$ cat config.mk
export PLATFORM = sky130hd
export DESIGN_NAME = hazard_forward_unit_flat
export DESIGN_NICKNAME = d
export VERILOG_FILES = /design/src/rtl/hazard_forward_unit_pkg.sv /design/src/rtl/hazard_forward_unit_if.sv /design/src/rtl/hazard_stage_reg.sv /design/src/rtl/hazard_forward_unit.sv /design/src/flat_wrapper.sv
export SDC_FILE = /design/constraint.sdc
export NUM_CORES = 1
export LEC_CHECK = 0
export CAP_MARGIN = 20
export CORE_MARGIN = 2
export CORE_UTILIZATION = 45
export CTS_BUF_LIST = sky130_fd_sc_hd__clkbuf_16
export CTS_CLUSTER_DIAMETER = 120
export DETAILED_ROUTE_END_ITERATION = 10
export GPL_TIMING_DRIVEN = 0
export PLACE_DENSITY = 0.79
export SYNTH_ARGS = -nofsm -noshare
export SYNTH_HDL_FRONTEND = slang
export SYNTH_HIERARCHICAL = 1
export SYNTH_SLANG_ARGS = --single-unit
$ cat constraint.sdc
create_clock -name clk -period 7.2 [get_ports clk]
set_input_delay 2.16 -clock clk [delete_from_list [all_inputs] [get_ports clk]]
set_output_delay 2.16 -clock clk [all_outputs]
set_load 0.005 [all_outputs]
$ cat src/rtl/hazard_forward_unit_pkg.sv
// Shared encodings and stage-record type for the EX-stage hazard/forwarding unit.
// Holds the forward-select codes, the zero-register id and the forwarding priority helper.
package hazard_forward_unit_pkg;

  localparam int REG_DEST_W = 5;

  localparam logic [1:0] FWD_RF  = 2'b00;
  localparam logic [1:0] FWD_WB  = 2'b01;
  localparam logic [1:0] FWD_MEM = 2'b10;

  localparam logic [REG_DEST_W-1:0] REG_ZERO = 5'd0;

  typedef struct packed {
    logic [REG_DEST_W-1:0] dest;
    logic                  reg_write;
    logic                  mem_read;
  } stage_rec_t;

  localparam stage_rec_t STAGE_BUBBLE = '{dest: REG_ZERO, reg_write: 1'b0, mem_read: 1'b0};

  // Youngest producer wins: an EX match beats a MEM match; $0 never forwards.
  function automatic logic [1:0] fwd_sel(input logic                  uses,
                                         input logic [REG_DEST_W-1:0] src,
                                         input stage_rec_t            ex,
                                         input stage_rec_t            mem);
    if (uses && ex.reg_write && (ex.dest != REG_ZERO) && (ex.dest == src)) begin
      return FWD_MEM;
    end
    if (uses && mem.reg_write && (mem.dest != REG_ZERO) && (mem.dest == src)) begin
      return FWD_WB;
    end
    return FWD_RF;
  endfunction

endpackage

$ cat src/rtl/hazard_forward_unit_if.sv
// ID-side request and EX-side control bundle between pipeline control and the hazard unit.
// master = pipeline control (drives ID fields, hold, flush); slave = hazard_forward_unit.
interface hazard_forward_unit_if #(
  parameter int REG_W = 5,
  parameter int CNT_W = 16
);
  import hazard_forward_unit_pkg::*;

  logic             hold;
  logic             flush;
  logic [REG_W-1:0] id_rs;
  logic [REG_W-1:0] id_rt;
  logic             id_uses_rs;
  logic             id_uses_rt;
  logic [REG_W-1:0] id_dest;
  logic             id_reg_write;
  logic             id_mem_read;

  logic             stall;
  logic [1:0]       forward_a;
  logic [1:0]       forward_b;
  logic             ex_bubble;
  logic [CNT_W-1:0] stall_count;
  stage_rec_t       wb_rec;

  modport master (
    output hold, flush, id_rs, id_rt, id_uses_rs, id_uses_rt,
           id_dest, id_reg_write, id_mem_read,
    input  stall, forward_a, forward_b, ex_bubble, stall_count, wb_rec
  );

  modport slave (
    input  hold, flush, id_rs, id_rt, id_uses_rs, id_uses_rt,
           id_dest, id_reg_write, id_mem_read,
    output stall, forward_a, forward_b, ex_bubble, stall_count, wb_rec
  );

endinterface

$ cat src/rtl/hazard_stage_reg.sv
// One pipeline-stage record (dest/reg_write/mem_read); one-cycle register.
// hold freezes it, bubble_i loads an empty record, reset is synchronous active-low.
module hazard_stage_reg
  import hazard_forward_unit_pkg::*;
(
  input  logic       clk,
  input  logic       reset,
  input  logic       hold_i,
  input  logic       bubble_i,
  input  stage_rec_t rec_i,
  output stage_rec_t rec_o
);

  stage_rec_t rec_q;

  always_ff @(posedge clk) begin
    if (!reset) begin
      rec_q <= STAGE_BUBBLE;
    end else if (!hold_i) begin
      rec_q <= bubble_i ? STAGE_BUBBLE : rec_i;
    end
  end

  assign rec_o = rec_q;

endmodule

$ cat src/rtl/hazard_forward_unit.sv
// Forward selects and load-use stall for the EX-stage ALU muxes; selects register one edge after ID.
// hold freezes every register; stall is combinational and suppressed by flush.
module hazard_forward_unit
  import hazard_forward_unit_pkg::*;
#(
  parameter int REG_W = REG_DEST_W,
  parameter int CNT_W = 16
)(
  input  logic                 clk,
  input  logic                 reset,
  hazard_forward_unit_if.slave bus
);

  localparam logic [CNT_W-1:0] CNT_MAX = {CNT_W{1'b1}};

  logic [REG_W-1:0] id_rs;
  logic [REG_W-1:0] id_rt;
  stage_rec_t       id_rec;
  stage_rec_t       ex_rec;
  stage_rec_t       mem_rec;
  stage_rec_t       wb_rec;

  logic             ex_load_hit;
  logic             stall;
  logic             ex_squash;

  logic [1:0]       fwd_a_d, fwd_a_q;
  logic [1:0]       fwd_b_d, fwd_b_q;
  logic             ex_bubble_q;
  logic [CNT_W-1:0] cnt_d, cnt_q;

  assign id_rs  = bus.id_rs;
  assign id_rt  = bus.id_rt;
  assign id_rec = '{dest: bus.id_dest, reg_write: bus.id_reg_write, mem_read: bus.id_mem_read};

  // A load in EX cannot feed ID's operands in time; one bubble lets it reach MEM first.
  assign ex_load_hit = ex_rec.mem_read && (ex_rec.dest != REG_ZERO) &&
                       ((bus.id_uses_rs && (id_rs == ex_rec.dest)) ||
                        (bus.id_uses_rt && (id_rt == ex_rec.dest)));
  assign stall     = !bus.flush && ex_load_hit;
  assign ex_squash = stall || bus.flush;

  assign fwd_a_d = fwd_sel(bus.id_uses_rs, id_rs, ex_rec, mem_rec);
  assign fwd_b_d = fwd_sel(bus.id_uses_rt, id_rt, ex_rec, mem_rec);
  assign cnt_d   = (stall && (cnt_q != CNT_MAX)) ? cnt_q + 1'b1 : cnt_q;

  hazard_stage_reg u_ex_reg (
    .clk      (clk),
    .reset    (reset),
    .hold_i   (bus.hold),
    .bubble_i (ex_squash),
    .rec_i    (id_rec),
    .rec_o    (ex_rec)
  );

  hazard_stage_reg u_mem_reg (
    .clk      (clk),
    .reset    (reset),
    .hold_i   (bus.hold),
    .bubble_i (1'b0),
    .rec_i    (ex_rec),
    .rec_o    (mem_rec)
  );

  hazard_stage_reg u_wb_reg (
    .clk      (clk),
    .reset    (reset),
    .hold_i   (bus.hold),
    .bubble_i (1'b0),
    .rec_i    (mem_rec),
    .rec_o    (wb_rec)
  );

  always_ff @(posedge clk) begin
    if (!reset) begin
      fwd_a_q     <= FWD_RF;
      fwd_b_q     <= FWD_RF;
      ex_bubble_q <= 1'b1;
      cnt_q       <= '0;
    end else if (!bus.hold) begin
      if (ex_squash) begin
        fwd_a_q     <= FWD_RF;
        fwd_b_q     <= FWD_RF;
        ex_bubble_q <= 1'b1;
      end else begin
        fwd_a_q     <= fwd_a_d;
        fwd_b_q     <= fwd_b_d;
        ex_bubble_q <= 1'b0;
      end
      cnt_q <= cnt_d;
    end
  end

  assign bus.stall       = stall;
  assign bus.forward_a   = fwd_a_q;
  assign bus.forward_b   = fwd_b_q;
  assign bus.ex_bubble   = ex_bubble_q;
  assign bus.stall_count = cnt_q;
  assign bus.wb_rec      = wb_rec;

endmodule

$ cat src/flat_wrapper.sv
// flat-port wrapper written by rule: the top's interface ports become plain ports
module hazard_forward_unit_flat import hazard_forward_unit_pkg::*;
#(
  parameter int REG_W = REG_DEST_W,
  parameter int CNT_W = 16
)
  (clk, reset, bus_hold, bus_flush, bus_id_rs, bus_id_rt, bus_id_uses_rs, bus_id_uses_rt, bus_id_dest, bus_id_reg_write, bus_id_mem_read, bus_stall, bus_forward_a, bus_forward_b, bus_ex_bubble, bus_stall_count, bus_wb_rec);
  hazard_forward_unit_if #(.REG_W(REG_W), .CNT_W(CNT_W)) bus_i ();
  input  logic clk;
  input  logic reset;
  input wire logic [$bits(bus_i.hold)-1:0] bus_hold;
  input wire logic [$bits(bus_i.flush)-1:0] bus_flush;
  input wire logic [$bits(bus_i.id_rs)-1:0] bus_id_rs;
  input wire logic [$bits(bus_i.id_rt)-1:0] bus_id_rt;
  input wire logic [$bits(bus_i.id_uses_rs)-1:0] bus_id_uses_rs;
  input wire logic [$bits(bus_i.id_uses_rt)-1:0] bus_id_uses_rt;
  input wire logic [$bits(bus_i.id_dest)-1:0] bus_id_dest;
  input wire logic [$bits(bus_i.id_reg_write)-1:0] bus_id_reg_write;
  input wire logic [$bits(bus_i.id_mem_read)-1:0] bus_id_mem_read;
  output wire logic [$bits(bus_i.stall)-1:0] bus_stall;
  output wire logic [$bits(bus_i.forward_a)-1:0] bus_forward_a;
  output wire logic [$bits(bus_i.forward_b)-1:0] bus_forward_b;
  output wire logic [$bits(bus_i.ex_bubble)-1:0] bus_ex_bubble;
  output wire logic [$bits(bus_i.stall_count)-1:0] bus_stall_count;
  output wire logic [$bits(bus_i.wb_rec)-1:0] bus_wb_rec;
  assign bus_i.hold = bus_hold;
  assign bus_i.flush = bus_flush;
  assign bus_i.id_rs = bus_id_rs;
  assign bus_i.id_rt = bus_id_rt;
  assign bus_i.id_uses_rs = bus_id_uses_rs;
  assign bus_i.id_uses_rt = bus_id_uses_rt;
  assign bus_i.id_dest = bus_id_dest;
  assign bus_i.id_reg_write = bus_id_reg_write;
  assign bus_i.id_mem_read = bus_id_mem_read;
  assign bus_stall = bus_i.stall;
  assign bus_forward_a = bus_i.forward_a;
  assign bus_forward_b = bus_i.forward_b;
  assign bus_ex_bubble = bus_i.ex_bubble;
  assign bus_stall_count = bus_i.stall_count;
  assign bus_wb_rec = bus_i.wb_rec;
  hazard_forward_unit #(.REG_W(REG_W), .CNT_W(CNT_W)) u_core (.clk(clk), .reset(reset), .bus(bus_i));
endmodule
### Word level (Yosys, flattened, before mapping)

Index checks and enable logic that the tools add are counted.

* register bits after elaboration: 42
* output and inout port bits: 29

* add/subtract/negate cells: 1
* equal/unequal tests: 7
* mux-type cells: 18
* bitwise gates (word level): 1
* reductions and logical operators: 24

Operators with widths (count)
* 5-bit == test: 6
* 2-bit 2-to-1 mux: 10
* 1-bit logical AND: 18
* 16-bit by 1-bit adder with 16-bit output, second input constant: 1
* 16-bit inequality test, second input constant: 1
* 5-bit nonzero test: 2
* 1-bit 2-to-1 mux: 7
* 7-bit 2-to-1 mux: 1
* 1-bit logical OR: 2
* 2-bit AND reduction: 1
* 1-bit logical NOT: 1
* 1-bit inverter: 1

### Longest topological paths before layout

* depth in word-level cells: 8
* mapped depth: 8

### Hierarchy

The synthesis kept the hierarchy.

Modules (own cells, without submodules)
* hazard_forward_unit: instances 1, cells an instance 165, area each 1401.3 um^2, seq. area each 420.4 um^2
* hazard_stage_reg: instances 3, cells an instance 30, area each 270.3 um^2, seq. area each 140.1 um^2

### Worst setup path after synthesis

Ideal clock, no wire load.

* kind: input-to-output
* start point: input bus_id_rt[3]
* end point: output bus_stall
* arrival time: 3.325 ns
* slack: 1.715 ns
* cell stages on the path: 6
* path buffers: 1
* cells stage by stage: xor2_1 > nor4_1 > a32oi_1 > buf_2 > nand2b_1 > nor2_1

* cells in the longest elaborated chain, start to end: 5

RTL lines
* start: declaration: line flat_wrapper.sv:14 `input wire logic [$bits(bus_i.id_rt)-1:0] bus_id_rt;`
* 5-bit == test: line hazard_forward_unit.sv:39 `(bus.id_uses_rt && (id_rt == ex_rec.dest)));`
* 1-bit logical AND: line hazard_forward_unit.sv:39
* 1-bit logical OR: line hazard_forward_unit.sv:38 `((bus.id_uses_rs && (id_rs == ex_rec.dest)) ||`
* 1-bit logical AND: line hazard_forward_unit.sv:37 `assign ex_load_hit = ex_rec.mem_read && (ex_rec.dest != REG_ZERO) &&`
* 1-bit logical AND: line hazard_forward_unit.sv:40 `assign stall = !bus.flush && ex_load_hit;`
* end: declaration: line flat_wrapper.sv:20 `output wire logic [$bits(bus_i.stall)-1:0] bus_stall;`

Every way passes these cells.

### Worst setup path after layout

Same ends and word-level chain as after synthesis.

==> out/metrics.yaml <==
layout:
  final_cell_mix: "clkdlybuf4s50_1, dfxtp_1, nand2_1"
  ff_latch_area_um2: 840.8
  syn_to_final_growth_pct: 33.77
  final_common_cell: "clkdlybuf4s50_1"
  diodes: 0
  fin_util_pct: 62.65
  nNetsFinal: 340
  multi_input_area_mm2: 0.001279
  drive_above_1_share_pct: 9.779
  num-fill-cells: 405
worst_setup_path:
  cp_slowest_stage_delay_ps: 500
  end_kind: "primary output"
  path_cells: "clkdlybuf4s50_1 > xor2_1 > nor4_1 > a32oi_1 > buf_2 > nand2b_1 > nor2_1 > clkdlybuf4s50_1"
  required_ps: 5040
  start_kind: "input pin"
  slowest_stage: "clkdlybuf4s50_1"
  path_depth: 8
  cp_top_family: "buffers and inverters"
  cp.buffers_inverters: 3
  crit_top_cell: "clkdlybuf4s50_1"
  reg2reg_depth: 8
  cp_max_fo: 10
  arrival_ps: 4760
  critPathKind: "in -> out"
synth:
  async_reset_ff_share_pct: 0
  synth_fa_ha_area_share_pct: 0.5656
  synthFlopType: "dfxtp_1"
  syn_area_mm2: 0.002212
  synth-simple-area-share_pct: 29.36
  synth_compound_area_share_pct: 15.67
  synth_mux_area_share_pct: 3.620
  syn_inst: 255
  synth_area_leaders: "dfxtp_1, nand2_1, xor2_1"
  synth_top_family_by_area: "simple AND/OR/NAND/NOR gates"
  ys_warn_count: 6
  synth-seq-cells: 42
  postSynthAreaPerCell_um2: 8.675
  ys_seq_area_share_pct: 38.01
  synth_area_leader_cell: "dfxtp_1"
  synth_edf_count: 0
  synth_top_area_share_pct: 38.01
  synth_cell_types: 46
  yosys.area_share.xor_xnor_pct: 7.919
die:
  num_rows: 25
  io_pins: 52
  die_y_um: 74.11
  coreArea_mm2: 0.004723
  dieArea_mm2: 0.005492
  start_util_pct: 46.83
  die_x_um: 74.11
detailed_routing:
  routed_wl_mm: 5.584
  wl_per_cell_um: 14.54
  drc: 0
  drtPass1Iterations: 4
  drt_iter0_drc: 139
  via_per_inst: 5.456
  ant_nets: 0
  vias: 2095
clocking:
  holdBufCountCts: 0
  postCtsSetupRepairBufs: 0
  cts_buffer_depth: 2
  clk_latency_ps: 280
  cts_root_buffer: "clkbuf_16"
  cts.repair.resized: 0
  htree_levels: 2
  cts_tree: "built"
  clkSlewWorstSetupHoldPaths_ps: 60
  cts.sinks: 42
  cts_made_buffers: 5
grt:
  grt_antenna_before_repair: 0
  grt_pass1_vias: 1967
  overflow: 0
  grt_max_degree: 20
  grt_use_total_pct: 21.68
  grt_pass1_wl_mm: 9.266
sta:
  setup_viol: 0
  finClkSkew_ps: 3.378
  rsz0062_at_grt: "no"
  relSlewSlack_pct: 53.39
  fmax_mhz: 144.5
  fin_crit_ps: 6920
  fin_crit_sh_pct: 96.10
  setup_tns_ps: 0
  hold_viol: 0
  tightestPinTransition_ps: 696.9
  slew_violations: 0
worst_hold_path:
  hp-class: "reg -> reg"
  hold_path_depth: 2
power:
  power_uw: 503.4
  powerDensity_mw_per_mm2: 170.1
  leakage_uw: 0.001003
  ir_drop_v: 0.00009572
placement:
  gp_congestion: 0.8096
  dpl.hpwl_mm: 4.125
  io_buffers: 51
run:
  cap_viol_max_count: 0
run_status:
  status: "finished, final reports clean"
[cell families after synthesis]
group / Yosys count
simple gates: 119
compound gates: 48
flops: 42
xor+xnor: 20
buf+inv: 16
mux: 8
fa+ha+maj: 1
other cells: 1
[per-stage QoR]
| step | setup slack, ps | hold slack, ps | instances | instance area (µm²) |
|---|---|---|---|---|
| 3_3_place_gp | 405.5 | 459.8 | 376 | 2818 |
| 5_1_grt | 127.1 | 491.0 | 384 | 2959 |
| 4_1_cts | 336.4 | 469.0 | 384 | 2959 |
| 2_1_floorplan | 1715 | 437.5 | 258 | 2223 |
| 3_5_place_dp | 362.9 | 463.4 | 376 | 2818 |
| 6_report | 280.5 | 469.5 | 384 | 2959 |
[where the power goes]
part           switching, µW  internal (µW)  leakage (µW)
clock network           87.5            126     0.0000672
logic                   26.5           24.6      0.000596
registers               3.55            235      0.000339
total                    117            386       0.00100
[per-layer routing]
metal  up-vias  track usage [%]  share of wire, %
met5         -                0                 0
met4         0            6.061              0.73
met3         2            3.252               5.3
met2        60            35.32                48
met1       983            29.97                46
li1       1050                -                 -
[synth_stat cells, types with 2 or more instances]
master	number
dfxtp_1	42
nand2_1	40
nand3_1	23
xor2_1	16
o21ai_1	15
nor4_1	12
mux2i_1	8
nand2b_1	7
or4_1	7
a21boi_1	5
buf_2	5
buf_6	5
nand4_1	5
o31ai_1	5
nor4bb_1	4
xnor2_1	4
a31o_2	3
clkbuf_1	3
nor2_1	3
o21a_1	3
o21ai_2	3
o31a_1	3
or2_4	3
or3_1	3
and2_1	2
and3_1	2
inv_1	2
o2111ai_1	2
o21ai_0	2
o41ai_1	2
[registers in the layout, summed over array words and instances, names as in the netlist]
register                flops
u_core/u_mem_reg/rec_o      7
u_core/u_wb_reg/rec_o       7
u_core/bus.stall_count     16
u_core/bus.forward_b        2
u_core/u_ex_reg/rec_o       7
u_core/bus.forward_a        2
u_core/bus.ex_bubble        1
[area by class of cell]
type / instances / area share [%]
Tap cell: 67 / 2.833
Multi-Input combinational cell: 200 / 43.21
Timing Repair Buffer: 51 / 17.25
Buffer: 13 / 3.129
Clock buffer: 5 / 4.228
Clock inverter: 3 / 0.5497
Sequential cell: 42 / 28.41
Inverter: 3 / 0.3805
[worst min-delay path: cells and delay by family, from the launching register on]
family             cells  cell delay [ps]
DFF                    1              320
and+or+nand+nor        1               60
AOI/OAI and AO/OA      1               50
[path summary, 6_finish.rpt]
kind | from | to | slack (ps)
setup reg to reg | u_core/u_ex_reg/rec_o[4]$_SDFFE_PN0N_ | u_core/u_ex_reg/rec_o[5]$_SDFFE_PN0N_ | 4740
hold / removal | u_core/u_ex_reg/rec_o[1]$_SDFFE_PN0N_ | u_core/u_mem_reg/rec_o[1]$_SDFFE_PN0N_ | 470
setup / recovery | bus_id_rt[3] | bus_stall | 280
hold reg to reg | u_core/u_ex_reg/rec_o[1]$_SDFFE_PN0N_ | u_core/u_mem_reg/rec_o[1]$_SDFFE_PN0N_ | 470
(Power assumes the default switching activity.)
